`config.mk`:
```
export PLATFORM = sky130hd
export DESIGN_NAME = divsi_shared_arbiter_flat
export DESIGN_NICKNAME = d
export VERILOG_FILES = /design/src/rtl/divsi_shared_arbiter_pkg.sv /design/src/rtl/divsi_shared_arbiter_if.sv /design/src/rtl/divsi_shared_arbiter_rr_arbiter.sv /design/src/rtl/divsi_shared_arbiter.sv /design/src/flat_wrapper.sv
export SDC_FILE = /design/constraint.sdc
export NUM_CORES = 1
export LEC_CHECK = 0
export CAP_MARGIN = 25
export CORE_ASPECT_RATIO = 1.2
export CORE_UTILIZATION = 32
export CTS_CLUSTER_SIZE = 40
export DETAILED_ROUTE_END_ITERATION = 10
export GPL_TIMING_DRIVEN = 0
export PLACE_DENSITY = 0.86
export SYNTH_ARGS = -nofsm -noshare
export SYNTH_HDL_FRONTEND = slang
export SYNTH_SLANG_ARGS = --single-unit
export TNS_END_PERCENT = 20
```
`constraint.sdc`:
```
create_clock -name clk -period 2.7 [get_ports clk]
set_clock_uncertainty 0.05 [all_clocks]
set_input_delay 0.81 -clock clk [delete_from_list [all_inputs] [get_ports clk]]
set_output_delay 0.81 -clock clk [all_outputs]
set_load 0.005 [all_outputs]
```
`src/rtl/divsi_shared_arbiter_pkg.sv`:
```
// Shared constants and helpers for the divsi shared-divider arbiter.
// Tag width is derived from the requester count, with a floor of one bit.
package divsi_arb_pkg;

  function automatic int unsigned clog2(input int unsigned n);
    int unsigned r;
    r = 0;
    while ((64'd1 << r) < 64'(n)) begin
      r++;
    end
    return r;
  endfunction

  // A single requester still carries a 1-bit (constant zero) tag.
  function automatic int unsigned tag_width(input int unsigned num_req);
    int unsigned w;
    w = clog2(num_req);
    return (w < 1) ? 1 : w;
  endfunction

endpackage

```
`src/rtl/divsi_shared_arbiter_if.sv`:
```
// Requester-side and divider-side signals of the shared divider arbiter.
// The slave modport is the arbiter's view; master is the surrounding environment.
interface divsi_shared_arbiter_if #(
  parameter int unsigned NUM_REQ   = 2,
  parameter int unsigned DATA_TYPE = 32
);
  logic [NUM_REQ*DATA_TYPE-1:0] ins_lhs;
  logic [NUM_REQ*DATA_TYPE-1:0] ins_rhs;
  logic [NUM_REQ-1:0]           ins_valid;
  logic [NUM_REQ-1:0]           ins_ready;
  logic [NUM_REQ*DATA_TYPE-1:0] outs;
  logic [NUM_REQ-1:0]           outs_valid;
  logic [NUM_REQ-1:0]           outs_ready;
  logic                         div_ce;
  logic [DATA_TYPE-1:0]         div_din0;
  logic [DATA_TYPE-1:0]         div_din1;
  logic [DATA_TYPE-1:0]         div_dout;

  modport slave (
    input  ins_lhs, ins_rhs, ins_valid, outs_ready, div_dout,
    output ins_ready, outs, outs_valid, div_ce, div_din0, div_din1
  );

  modport master (
    output ins_lhs, ins_rhs, ins_valid, outs_ready, div_dout,
    input  ins_ready, outs, outs_valid, div_ce, div_din0, div_din1
  );
endinterface

```
`src/rtl/divsi_shared_arbiter_rr_arbiter.sv`:
```
// Round-robin arbiter: the search starts at the pointer and wraps.
// The pointer moves past the winner only when a grant is actually taken.
module rr_arbiter
  import divsi_arb_pkg::*;
#(
  parameter int unsigned NUM_REQ = 2,
  localparam int unsigned TagW   = tag_width(NUM_REQ)
) (
  input  logic               clk,
  input  logic               rst,
  input  logic [NUM_REQ-1:0] req,
  input  logic               en,
  output logic [NUM_REQ-1:0] grant_onehot,
  output logic [TagW-1:0]    grant_idx,
  output logic               any
);

  logic [TagW-1:0]      ptr_q, ptr_d;
  logic [2*NUM_REQ-1:0] req_dbl;
  logic [NUM_REQ-1:0]   req_rot;
  logic                 found;
  int                   off;
  int                   sum;
  int                   nxt;

  // Rotating a doubled copy puts the pointer's requester at bit 0.
  always_comb begin
    req_dbl = {req, req} >> ptr_q;
    req_rot = req_dbl[NUM_REQ-1:0];
    found   = 1'b0;
    off     = 0;
    for (int k = 0; k < int'(NUM_REQ); k++) begin
      if (!found && req_rot[k]) begin
        found = 1'b1;
        off   = k;
      end
    end
    sum = int'(ptr_q) + off;
    if (sum >= int'(NUM_REQ)) begin
      sum = sum - int'(NUM_REQ);
    end
    nxt = sum + 1;
    if (nxt >= int'(NUM_REQ)) begin
      nxt = 0;
    end
  end

  always_comb begin
    any          = |req;
    grant_idx    = TagW'(sum);
    grant_onehot = '0;
    for (int j = 0; j < int'(NUM_REQ); j++) begin
      grant_onehot[j] = found && (j == sum);
    end
    ptr_d = TagW'(nxt);
  end

  always_ff @(posedge clk) begin
    if (rst) begin
      ptr_q <= '0;
    end else if (en && any) begin
      ptr_q <= ptr_d;
    end
  end

endmodule

```
`src/rtl/divsi_shared_arbiter.sv`:
```
// Shares one pipelined signed divider between NUM_REQ requesters; a valid/tag
// shadow pipeline, stepped in lockstep with the divider, routes each quotient home.
module divsi_shared_arbiter
  import divsi_arb_pkg::*;
#(
  parameter int unsigned NUM_REQ   = 2,
  parameter int unsigned DATA_TYPE = 32,
  parameter int unsigned LATENCY   = 36
) (
  input logic                   clk,
  input logic                   rst,
  divsi_shared_arbiter_if.slave bus
);

  localparam int unsigned TagW = tag_width(NUM_REQ);
  localparam int unsigned Tail = LATENCY - 1;

  logic [LATENCY-1:0]   vld_q;
  logic [TagW-1:0]      tag_q [LATENCY];
  logic [TagW-1:0]      hold_idx_q;

  logic [NUM_REQ-1:0]   grant_onehot;
  logic [TagW-1:0]      grant_idx;
  logic [TagW-1:0]      sel_idx;
  logic                 any;
  logic                 tail_ready;
  logic                 ce;
  logic                 fire;
  logic [DATA_TYPE-1:0] din0;
  logic [DATA_TYPE-1:0] din1;

  rr_arbiter #(
    .NUM_REQ(NUM_REQ)
  ) u_rr (
    .clk         (clk),
    .rst         (rst),
    .req         (bus.ins_valid),
    .en          (ce),
    .grant_onehot(grant_onehot),
    .grant_idx   (grant_idx),
    .any         (any)
  );

  always_comb begin
    tail_ready = 1'b0;
    for (int i = 0; i < int'(NUM_REQ); i++) begin
      if (tag_q[Tail] == TagW'(i)) begin
        tail_ready = bus.outs_ready[i];
      end
    end
  end

  // The whole pipeline freezes only while an unaccepted result sits at the tail.
  always_comb begin
    ce   = rst | ~vld_q[Tail] | tail_ready;
    fire = ce & any & ~rst;
  end

  // With no request, keep presenting the last winner's operands so din is stable.
  always_comb begin
    sel_idx = any ? grant_idx : hold_idx_q;
    din0    = bus.ins_lhs[DATA_TYPE-1:0];
    din1    = bus.ins_rhs[DATA_TYPE-1:0];
    for (int i = 0; i < int'(NUM_REQ); i++) begin
      if (sel_idx == TagW'(i)) begin
        din0 = bus.ins_lhs[i*DATA_TYPE +: DATA_TYPE];
        din1 = bus.ins_rhs[i*DATA_TYPE +: DATA_TYPE];
      end
    end
  end

  always_comb begin
    bus.outs_valid = '0;
    for (int i = 0; i < int'(NUM_REQ); i++) begin
      bus.outs_valid[i] = ~rst & vld_q[Tail] & (tag_q[Tail] == TagW'(i));
    end
  end

  assign bus.ins_ready = (ce & ~rst) ? grant_onehot : '0;
  assign bus.outs      = {NUM_REQ{bus.div_dout}};
  assign bus.div_ce    = ce;
  assign bus.div_din0  = din0;
  assign bus.div_din1  = din1;

  always_ff @(posedge clk) begin
    if (rst) begin
      hold_idx_q <= '0;
    end else if (any) begin
      hold_idx_q <= grant_idx;
    end
  end

  // Bubbles shift like real entries so tags stay aligned with div_dout.
  always_ff @(posedge clk) begin
    if (rst) begin
      vld_q <= '0;
      for (int i = 0; i < int'(LATENCY); i++) begin
        tag_q[i] <= '0;
      end
    end else if (ce) begin
      vld_q[0] <= fire;
      tag_q[0] <= grant_idx;
      for (int i = 1; i < int'(LATENCY); i++) begin
        vld_q[i] <= vld_q[i-1];
        tag_q[i] <= tag_q[i-1];
      end
    end
  end

endmodule

```
`src/flat_wrapper.sv`:
```
// flat-port wrapper written by rule: the top's interface ports become plain ports
module divsi_shared_arbiter_flat import divsi_arb_pkg::*;
#(
  parameter int unsigned NUM_REQ   = 2,
  parameter int unsigned DATA_TYPE = 32,
  parameter int unsigned LATENCY   = 36
)
  (clk, rst, bus_ins_lhs, bus_ins_rhs, bus_ins_valid, bus_outs_ready, bus_div_dout, bus_ins_ready, bus_outs, bus_outs_valid, bus_div_ce, bus_div_din0, bus_div_din1);
  divsi_shared_arbiter_if #(.NUM_REQ(NUM_REQ), .DATA_TYPE(DATA_TYPE)) bus_i ();
  input logic clk;
  input logic rst;
  input wire logic [$bits(bus_i.ins_lhs)-1:0] bus_ins_lhs;
  input wire logic [$bits(bus_i.ins_rhs)-1:0] bus_ins_rhs;
  input wire logic [$bits(bus_i.ins_valid)-1:0] bus_ins_valid;
  input wire logic [$bits(bus_i.outs_ready)-1:0] bus_outs_ready;
  input wire logic [$bits(bus_i.div_dout)-1:0] bus_div_dout;
  output wire logic [$bits(bus_i.ins_ready)-1:0] bus_ins_ready;
  output wire logic [$bits(bus_i.outs)-1:0] bus_outs;
  output wire logic [$bits(bus_i.outs_valid)-1:0] bus_outs_valid;
  output wire logic [$bits(bus_i.div_ce)-1:0] bus_div_ce;
  output wire logic [$bits(bus_i.div_din0)-1:0] bus_div_din0;
  output wire logic [$bits(bus_i.div_din1)-1:0] bus_div_din1;
  assign bus_i.ins_lhs = bus_ins_lhs;
  assign bus_i.ins_rhs = bus_ins_rhs;
  assign bus_i.ins_valid = bus_ins_valid;
  assign bus_i.outs_ready = bus_outs_ready;
  assign bus_i.div_dout = bus_div_dout;
  assign bus_ins_ready = bus_i.ins_ready;
  assign bus_outs = bus_i.outs;
  assign bus_outs_valid = bus_i.outs_valid;
  assign bus_div_ce = bus_i.div_ce;
  assign bus_div_din0 = bus_i.div_din0;
  assign bus_div_din1 = bus_i.div_din1;
  divsi_shared_arbiter #(.NUM_REQ(NUM_REQ), .DATA_TYPE(DATA_TYPE), .LATENCY(LATENCY)) u_core (.clk(clk), .rst(rst), .bus(bus_i));
endmodule
```
Yosys cells after proc, flatten, opt, wreduce, memory -nomap -nowiden
Memories as Yosys holds them, arrays and structs flattened.
Index checks and enable logic that the tools add are counted.
W data, S select, Z words.
{"block": "word_totals", "reg_bits": 38, "latch_bits": 0, "ram_bits": 36, "romBits": 0, "in_bits": 166, "elab_cells": 116, "n_memories": 1}
{"block": "op_classes", "n_addsub": 3, "multipliers": 0, "div": 0, "magnitude_cmp": 2, "n_eq_ne": 1, "shift": 1, "n_mux": 51, "bitwise_logic": 47, "reduce_logical": 7}
{"memory": "u_core.tag_q", "words": 36, "word_bits": 1, "read_ports": 36, "rd_clocked_by_memory_dff": 0, "write_ports": 36, "line": "divsi_shared_arbiter.sv:19", "source": "logic [TagW-1:0] tag_q [LATENCY];"}
{"op": "$mux W32", "n": 3}
{"op": "$ge A32 B3 Y1 const B", "n": 2}
{"op": "$mux W1", "n": 47}
{"op": "$or A1 B1 Y1", "n": 38}
{"op": "$add A2 B32 Y32", "n": 1}
{"op": "$add A32 B2 Y32 const B", "n": 1}
{"op": "$eq A2 B32 Y1 const A", "n": 1}
{"op": "$logic_not A32 Y1", "n": 1}
{"op": "$sub A32 B3 Y32 const B", "n": 1}
{"op": "$and A1 B1 Y1", "n": 6}
{"op": "$logic_and A1 B1 Y1", "n": 4}
{"op": "$shr A4 B1 Y2", "n": 1}
{"op": "$not A1 Y1", "n": 3}
{"op": "$mux W2", "n": 1}
{"op": "$reduce_or A2 Y1", "n": 1}
{"op": "$logic_not A1 Y1", "n": 1}

Logic depth before layout (Yosys ltp)
Gate-level depths: netlist of run 1.
{"block": "depth", "ltp_word": 11, "depth_mapped": 5, "depth_no_buf": 3}

Hierarchy
A second synthesis of run 1 with hierarchy kept.
{"block": "unflattened", "hier_cells": 347, "area_unflattened_um2": 4137.7}
{"mod": "divsi_shared_arbiter", "instances": 1, "cells_each": 338, "area_each_um2": 4058.9, "seq_area_each_um2": 1821.7}
{"mod": "rr_arbiter", "instances": 1, "cells_each": 9, "area_each_um2": 78.8, "seq_area_each_um2": 20.0}

Worst setup path after synthesis of run 1
OpenSTA, ideal clock, no wires.
{"block": "synth_path", "kind": "input port to output port", "from": "input bus_ins_valid[0]", "to": "output bus_div_din0[13]", "t_arrival_ns": 1.737, "t_required_ns": 1.840, "setup_slack_ns": 0.103, "stages": 5, "path_buffers": 2, "path_cell_list": "inv_1 -> a22oi_1 -> buf_4 -> buf_4 -> mux2_2"}
{"block": "synth_via", "elab_chain_cells": 10, "word_cells_on_any_way": 12, "classes_between": "add/sub: 2; order compare: 1; shift: 1; mux: 5; reduce/logical: 3"}
{"item": "from (decl)", "line": "flat_wrapper.sv:14", "source": "input wire logic [$bits(bus_i.ins_valid)-1:0] bus_ins_valid;"}
{"item": "$shr A4 B1 Y2", "line": "divsi_shared_arbiter_rr_arbiter.sv:28", "source": "req_dbl = {req, req} >> ptr_q;"}
{"item": "$mux W1", "line": "divsi_shared_arbiter_rr_arbiter.sv:33", "source": "if (!found && req_rot[k]) begin"}
{"item": "$logic_not A1 Y1", "line": "divsi_shared_arbiter_rr_arbiter.sv:33"}
{"item": "$logic_and A1 B1 Y1", "line": "divsi_shared_arbiter_rr_arbiter.sv:33"}
{"item": "$mux W1", "line": "divsi_shared_arbiter_rr_arbiter.sv:33"}
{"item": "$add A2 B32 Y32", "line": "divsi_shared_arbiter_rr_arbiter.sv:38", "source": "sum = int'(ptr_q) + off;"}
{"item": "$sub A32 B3 Y32 or $ge A32 B3 Y1 (tied branches)", "line": "divsi_shared_arbiter_rr_arbiter.sv:40, divsi_shared_arbiter_rr_arbiter.sv:39"}
{"item": "$mux W32", "line": "divsi_shared_arbiter_rr_arbiter.sv:39", "source": "if (sum >= int'(NUM_REQ)) begin"}
{"item": "$mux W1 (*)"}
{"item": "$mux W32 (*)", "line": "divsi_shared_arbiter.sv:65", "source": "if (sel_idx == TagW'(i)) begin"}
{"item": "to (decl)", "line": "flat_wrapper.sv:21", "source": "output wire logic [$bits(bus_i.div_din0)-1:0] bus_div_din0;"}
Mark *: on every way between the ends. The rest lies on a longest branch, timed or not.

Final worst setup path of run 1
{"block": "layout_path", "from": "input bus_ins_valid[0]", "to": "output bus_div_din1[27]"}
{"block": "layout_via", "elab_chain_cells": 10, "word_cells_on_any_way": 12, "classes_between": "add/sub: 2; order compare: 1; shift: 1; mux: 5; reduce/logical: 3"}
{"item": "$shr A4 B1 Y2", "line": "divsi_shared_arbiter_rr_arbiter.sv:28"}
{"item": "$mux W1", "line": "divsi_shared_arbiter_rr_arbiter.sv:33"}
{"item": "$logic_not A1 Y1", "line": "divsi_shared_arbiter_rr_arbiter.sv:33"}
{"item": "$logic_and A1 B1 Y1", "line": "divsi_shared_arbiter_rr_arbiter.sv:33"}
{"item": "$mux W1", "line": "divsi_shared_arbiter_rr_arbiter.sv:33"}
{"item": "$add A2 B32 Y32", "line": "divsi_shared_arbiter_rr_arbiter.sv:38"}
{"item": "$sub A32 B3 Y32 or $ge A32 B3 Y1 (tied branches)", "line": "divsi_shared_arbiter_rr_arbiter.sv:40, divsi_shared_arbiter_rr_arbiter.sv:39"}
{"item": "$mux W32", "line": "divsi_shared_arbiter_rr_arbiter.sv:39"}
{"item": "$mux W1 (*)"}
{"item": "$mux W32 (*)", "line": "divsi_shared_arbiter.sv:65"}
{"item": "to (decl)", "line": "flat_wrapper.sv:22", "source": "output wire logic [$bits(bus_i.div_din1)-1:0] bus_div_din1;"}
Marked as above.

==> results of run 1 <==
[how the worst min path moves through the flow]
stage,end,from,depth (start not counted)
final,u_core.vld_q[34],u_core.vld_q[34],2
after floorplan,u_core.vld_q[34],u_core.vld_q[34],2
after global placement,u_core.vld_q[34],u_core.vld_q[34],2
after global routing,u_core.vld_q[22],u_core.vld_q[22],1
after CTS,u_core.vld_q[34],u_core.vld_q[34],2
after detailed placement,u_core.vld_q[34],u_core.vld_q[34],2
[kinds of logic (layout without fill, tap and decap cells)]
logic type / count (synthesis) / in the layout
mux: 100 / 100
buf+inv: 86 / 395
simple gates: 83 / 83
flops: 74 / 74
compound gates: 5 / 5
fa+ha+maj: 1 / 1
[Yosys cell counts]
cell type	n	area, sq um
nand3b_1	1	7.51
o21ai_0	1	5.00
clkbuf_1	7	26.3
buf_4	70	526
edfxtp_1	36	1080
nand3b_2	1	11.3
nor4b_1	1	8.76
mux2i_1	2	20.0
mux2_4	26	390
nor3b_1	2	15.0
nand4b_1	1	8.76
nor2b_1	34	213
buf_6	1	11.3
buf_12	3	60.1
mux2i_4	1	22.5
a21oi_4	1	16.3
dfxtp_1	38	761
a22oi_1	1	7.51
nand2_1	1	3.75
and3b_2	1	10.0
and3_1	2	12.5
nor2_1	3	11.3
nand2b_1	2	12.5
mux2_2	71	800
clkbuf_4	1	7.51
and2_1	34	213
o21bai_1	1	7.51
buf_2	1	5.00
inv_1	3	11.3
o311ai_0	1	8.76
maj3_1	1	10.0
[power by group through the flow]
stage | registers, mW | logic [mW] | clock network, mW
2_1_floorplan | 1.20 | 0.297 | 0
3_3_place_gp | 1.20 | 0.826 | 0
3_5_place_dp | 1.21 | 0.839 | 0
4_1_cts | 1.18 | 1.06 | 1.15
5_1_grt | 1.18 | 1.15 | 1.21
6_report | 1.18 | 1.10 | 1.13
[worst max-delay path, stage by stage]
cell,delay [ns]
buf_8,0.09
inv_4,0.03
a22oi_2,0.19
buf_6,0.13
buf_8,0.12
buf_12,0.13
buf_16,0.11
buf_6,0.09
mux2_4,0.30
buf_6,0.12
[sequential cells by signal, indices dropped and copies added, names as in the netlist, named ones only]
name,cells
u_core.tag_q,36
u_core.vld_q,36
u_core.u_rr.ptr_q,1
[layer usage]
metal | GRT usage, % | wire (um) | part of all wire [%] | vias to the layer above
met3 | 5.43 | 862 | 6.2 | 20
met5 | 0 | 13 | 0.094 | -
li1 | - | - | - | 1733
met2 | 33.1 | 7260 | 52 | 181
met4 | 8.14 | 300 | 2.2 | 2
met1 | 22.0 | 5420 | 39 | 1735
[final cells by class]
class / instances / area (sq um) / area share [%]
repair buffers: 295 / 3110 / 38.0
multi-input cells: 189 / 2060 / 25.1
flip-flops and latches: 74 / 1840 / 22.5
plain buffers: 81 / 671 / 8.18
clock buffers: 10 / 239 / 2.92
well taps: 168 / 210 / 2.56
clock inverters: 6 / 48.8 / 0.595
inverters: 3 / 13.8 / 0.168
[stage by stage]
step	hold slack (ns)	util, %	setup slack, ns	cell area [sq um]
6_report	0.416	62.2	-0.288	8200
5_1_grt	0.439	62.2	-0.333	8200
4_1_cts	0.417	61.7	-0.274	8130
3_5_place_dp	0.407	54.6	-1.31	7200
3_3_place_gp	0.389	54.4	-1.29	7170
2_1_floorplan	0.380	-	0.103	4300
[timing repair]
action | CTS | global route
resized for setup | 400 | 40
cloned | 5 | 0
setup endpoints to repair | 67 | 69
pin swaps | 2 | 1
setup buffers | 25 | 1
==> flow_summary.toml, run 1 <==
[detailed_routing]
routed_wl_um = 13900
ant_nets = 0
routed_via_density = 4.44
drt-wirelength-per-cell_um = 16.8
drt_first_pass_iters = 4
dr_total_vias = 3671
dr.first_iter.drc_count = 80
drc = 0

[cts]
cts_tree = "done"
cts_max_path_buffers = 2
insertion_delay_ns = 0.33
cts_root_buf = "clkbuf_16"
hold_buffers = 0
cts_inserted_buffers = 9
path_clk_slew_ns = 0.06
cts.sinks = 74
cts.htree.levels = 3

[setup_path]
r2r_slack_ns = 0.51
r2r-end = "u_core.tag_q[0][2]"
startpoint_type = "input pin"
critPathCaptureType = "primary output"
critPathKind = "input pin to primary output"
endpoint = "bus_div_din1[27]"
required_ns = 1.84
reg2reg_from = "u_core.tag_q[8][3]"
crit_arrival_ns = 2.13
cp_max_fo = 4
reg2reg_depth = 5
crit_path_start = "bus_ins_valid[0]"

[yosys]
synth-simple-area-share_pct = 12.2
synthXorXnorAreaFrac_pct = 0
yosys.cell_types.count = 31
synthesis.area_sq_um = 4300
synth-seq-cells = 74
seq_area_frac_synth_pct = 42.8
yosys.area_share.adder_pct = 0.233
avgSynthCellArea_sq_um = 12.3
syn_inst = 349
synthMuxAreaShare_pct = 28.6
ys.warnings.count = 0
synth-compound-area-share_pct = 1.05
synth_top_family_by_area = "multiplexers"
synth_fp_nets = 515

[power_and_ir_drop]
leakage_nw = 3.78
power_mw = 3.41
combPwrFrac_pct = 32.2
p_sw_share_pct = 23.4
seqPwrFrac_pct = 34.7
intPower_mw = 2.61
ir_drop_uv = 247
clockPowerShare_pct = 33.1
powerDensity_nw_per_um2 = 416
switchingPower_mw = 0.797

[run]
drv_cap = 0

[placement]
dp_hpwl_um = 10400
portBuffers = 265
dp_cells = 784
place_congestion = 0.845

[global_routing]
grt_max_degree = 15
antenna_found_initial = 1
grt_pass1_wl_um = 20000
grt_pass1_vias = 3868
grtUsageTotal_pct = 19.1
grt_overflow = 0

[floorplan]
rows = 46
core_area_sq_um = 13200
start_util_pct = 32.6
dieArea_sq_um = 13900
die_w_um = 108
dieHeight_um = 129
ios = 299

[final_layout]
diodes = 0
fin_cells = 826
n_fill_cell = 985
layout-drive-gt1-share_pct = 44.8
layout_commonest_cell = "clkdlybuf4s50_1"
final_cell_mix = "clkdlybuf4s50_1 (194), mux2_4 (86), buf_4 (70)"
nNetsFinal = 819
syn2layout_area_growth_pct = 90.5

[status]
violations = "negative setup slack"
status = "finished with violations"

[sta]
fin_setup_tns_ns = -13.06
fin_crit_sh_pct = 111
setup_viol = 64
max_freq_ghz = 0.335
min_period_ns = 2.99
hold_viol = 0
finalWorstSetupSlack_ns = -0.288
finalMaxSlewViolations = 0
max_slew_margin_pct = 62.4
rsz0062_at_grt = "true"
worstMarginPinSlew_ns = 0.562

[min_path]
holdCritPathClass = "register to register"
No activity file was read; power rests on OpenSTA's default activity.
==> run 2: changes to the inputs <==
- CORE_MARGIN: not set -> 5
- HOLD_SLACK_MARGIN: not set -> 0.02
==> flow_summary.toml, run 2 (synthesis gave the netlist of run 1 again) <==
[run]
drv_cap = 0

[sta]
min_period_ns = 3.04
hold_viol = 0
rsz0062_at_grt = "true"
finalMaxSlewViolations = 0
finalWorstSetupSlack_ns = -0.337
worstMarginPinSlew_ns = 0.938
setup_viol = 65
max_slew_margin_pct = 37.3
max_freq_ghz = 0.329
fin_crit_sh_pct = 112
fin_setup_tns_ns = -15.34

[setup_path]
path_cells = "buf_12, inv_4, a22oi_2, buf_6, buf_6, buf_12, buf_8, buf_6, mux2_4, buf_6"
worst_path_largest_cell_delay_ns = 0.30
worst-path-buf-inv = 8
required_ns = 1.84
reg2reg_from = "u_core.tag_q[8][3]"
startpoint_type = "input pin"
r2r_slack_ns = 0.35
critPathKind = "input pin to primary output"
reg2reg_depth = 5
crit_top_cell = "buf_6"
crit_slowest_cell = "mux2_4"
cpLargestDelayFamily = "buffers and inverters"
r2r-end = "u_core.tag_q[6][3]"
cp_max_fo = 8
critPathCaptureType = "primary output"
crit_arrival_ns = 2.18

[global_routing]
grt_overflow = 0
grt_pass1_vias = 4110
grt_max_degree = 20
antenna_found_initial = 1
grt_pass1_wl_um = 21700
grtUsageTotal_pct = 17.5

[cts]
cts_inserted_buffers = 9
hold_buffers = 0
insertion_delay_ns = 0.33
cts_root_buf = "clkbuf_16"
cts_max_path_buffers = 2
cts.sinks = 74
path_clk_slew_ns = 0.06
cts.htree.levels = 3
cts_tree = "done"

[final_layout]
reg.largest.list = "u_core.tag_q: 36 flops, u_core.vld_q: 36 flops, u_core.u_rr.ptr_q: 1 flops"
fin_area_sq_um = 8090
fin_cells = 825
diodes = 0
layout_commonest_cell = "clkdlybuf4s50_1"
syn2layout_area_growth_pct = 88.0
final_cell_mix = "clkdlybuf4s50_1 (194), mux2_4 (74), buf_4 (74)"
nNetsFinal = 818
layout-drive-gt1-share_pct = 45.1

[detailed_routing]
routed_wl_um = 14800
dr.first_iter.drc_count = 120
routed_via_density = 4.45
drc = 0
dr_total_vias = 3670
drt-wirelength-per-cell_um = 17.9
drt_first_pass_iters = 4
ant_nets = 0

[placement]
place_congestion = 0.777
place_area_sq_um = 7190
dp_hpwl_um = 11100
dp_cells = 783
portBuffers = 265

[power_and_ir_drop]
leakage_nw = 3.68
powerDensity_nw_per_um2 = 430
power_mw = 3.48
ir_drop_uv = 350

[min_path]
holdCritStartpoint = "u_core.vld_q[27]"
holdCritPathClass = "register to register"
min_path_cells = 1
min_to = "u_core.vld_q[27]"

[floorplan]
ios = 299
start_util_pct = 32.6
die_w_um = 116
rows = 46
dieHeight_um = 137
core_area_sq_um = 13200
dieArea_sq_um = 15900

[status]
status = "finished with violations"
violations = "negative setup slack"
-- run 2: worst register-to-register path: stages, from the launching register on --
cell and delay, ns:
edfxtp_1 0.46, mux2i_4 0.29, buf_6 0.14, buf_4 0.11, nand3b_1 0.63, buf_16 0.43
-- run 2: metal layers --
metal	up-vias	wire length [um]	GRT usage [%]
li1	1734	-	-
met2	179	8230	32.6
met3	34	1220	5.79
met5	-	7	0
met1	1721	4960	18.2
met4	2	346	6.00
-- run 2: area by class of cell --
| cell class | instances | area [sq um] |
|---|---|---|
| Inverter | 3 | 13.8 |
| Clock buffer | 9 | 225 |
| Clock inverter | 7 | 93.8 |
| Fill cell | 976 | 5090 |
| Buffer | 81 | 662 |
| Timing Repair Buffer | 294 | 3020 |
| Multi-Input combinational cell | 189 | 2020 |
| Sequential cell | 74 | 1840 |
| Tap cell | 168 | 210 |
-- run 2: how the worst max path moves through the flow --
stage                           startpoint                to  slack [ns]  depth (start not counted)
after global routing      bus_ins_valid[0]   bus_div_din1[7]       -0.38                         10
after detailed placement  bus_ins_valid[0]   bus_div_din1[0]       -1.45                          7
after floorplan           bus_ins_valid[0]  bus_div_din0[13]        0.10                          5
after CTS                 bus_ins_valid[0]  bus_div_din1[11]       -0.27                         10
final                     bus_ins_valid[0]  bus_div_din1[11]       -0.34                         10
after global placement    bus_ins_valid[0]  bus_div_din0[27]       -1.43                          7
-- run 2: metrics by stage --
step           setup WS, ns  hold slack [ns]  util (%)
2_1_floorplan         0.103            0.380         -
4_1_cts              -0.271            0.425      61.1
3_5_place_dp          -1.45            0.412      54.6
3_3_place_gp          -1.43            0.390      54.4
5_1_grt              -0.382            0.448      61.4
6_report             -0.337            0.428      61.4
-- run 2: repair_timing --
action                     CTS  global route
pin swaps                    2             0
buffers inserted            25             0
resized for setup          383            30
gates cloned                 4             0
setup endpoints to repair   69            68
-- run 2: power breakdown --
part	internal (mW)	switching [mW]	leakage, nW	total [mW]
clock network	0.806	0.455	0.151	1.26
logic	0.737	0.301	2.78	1.04
registers	1.18	0.00647	0.750	1.18
total	2.72	0.762	3.68	3.48
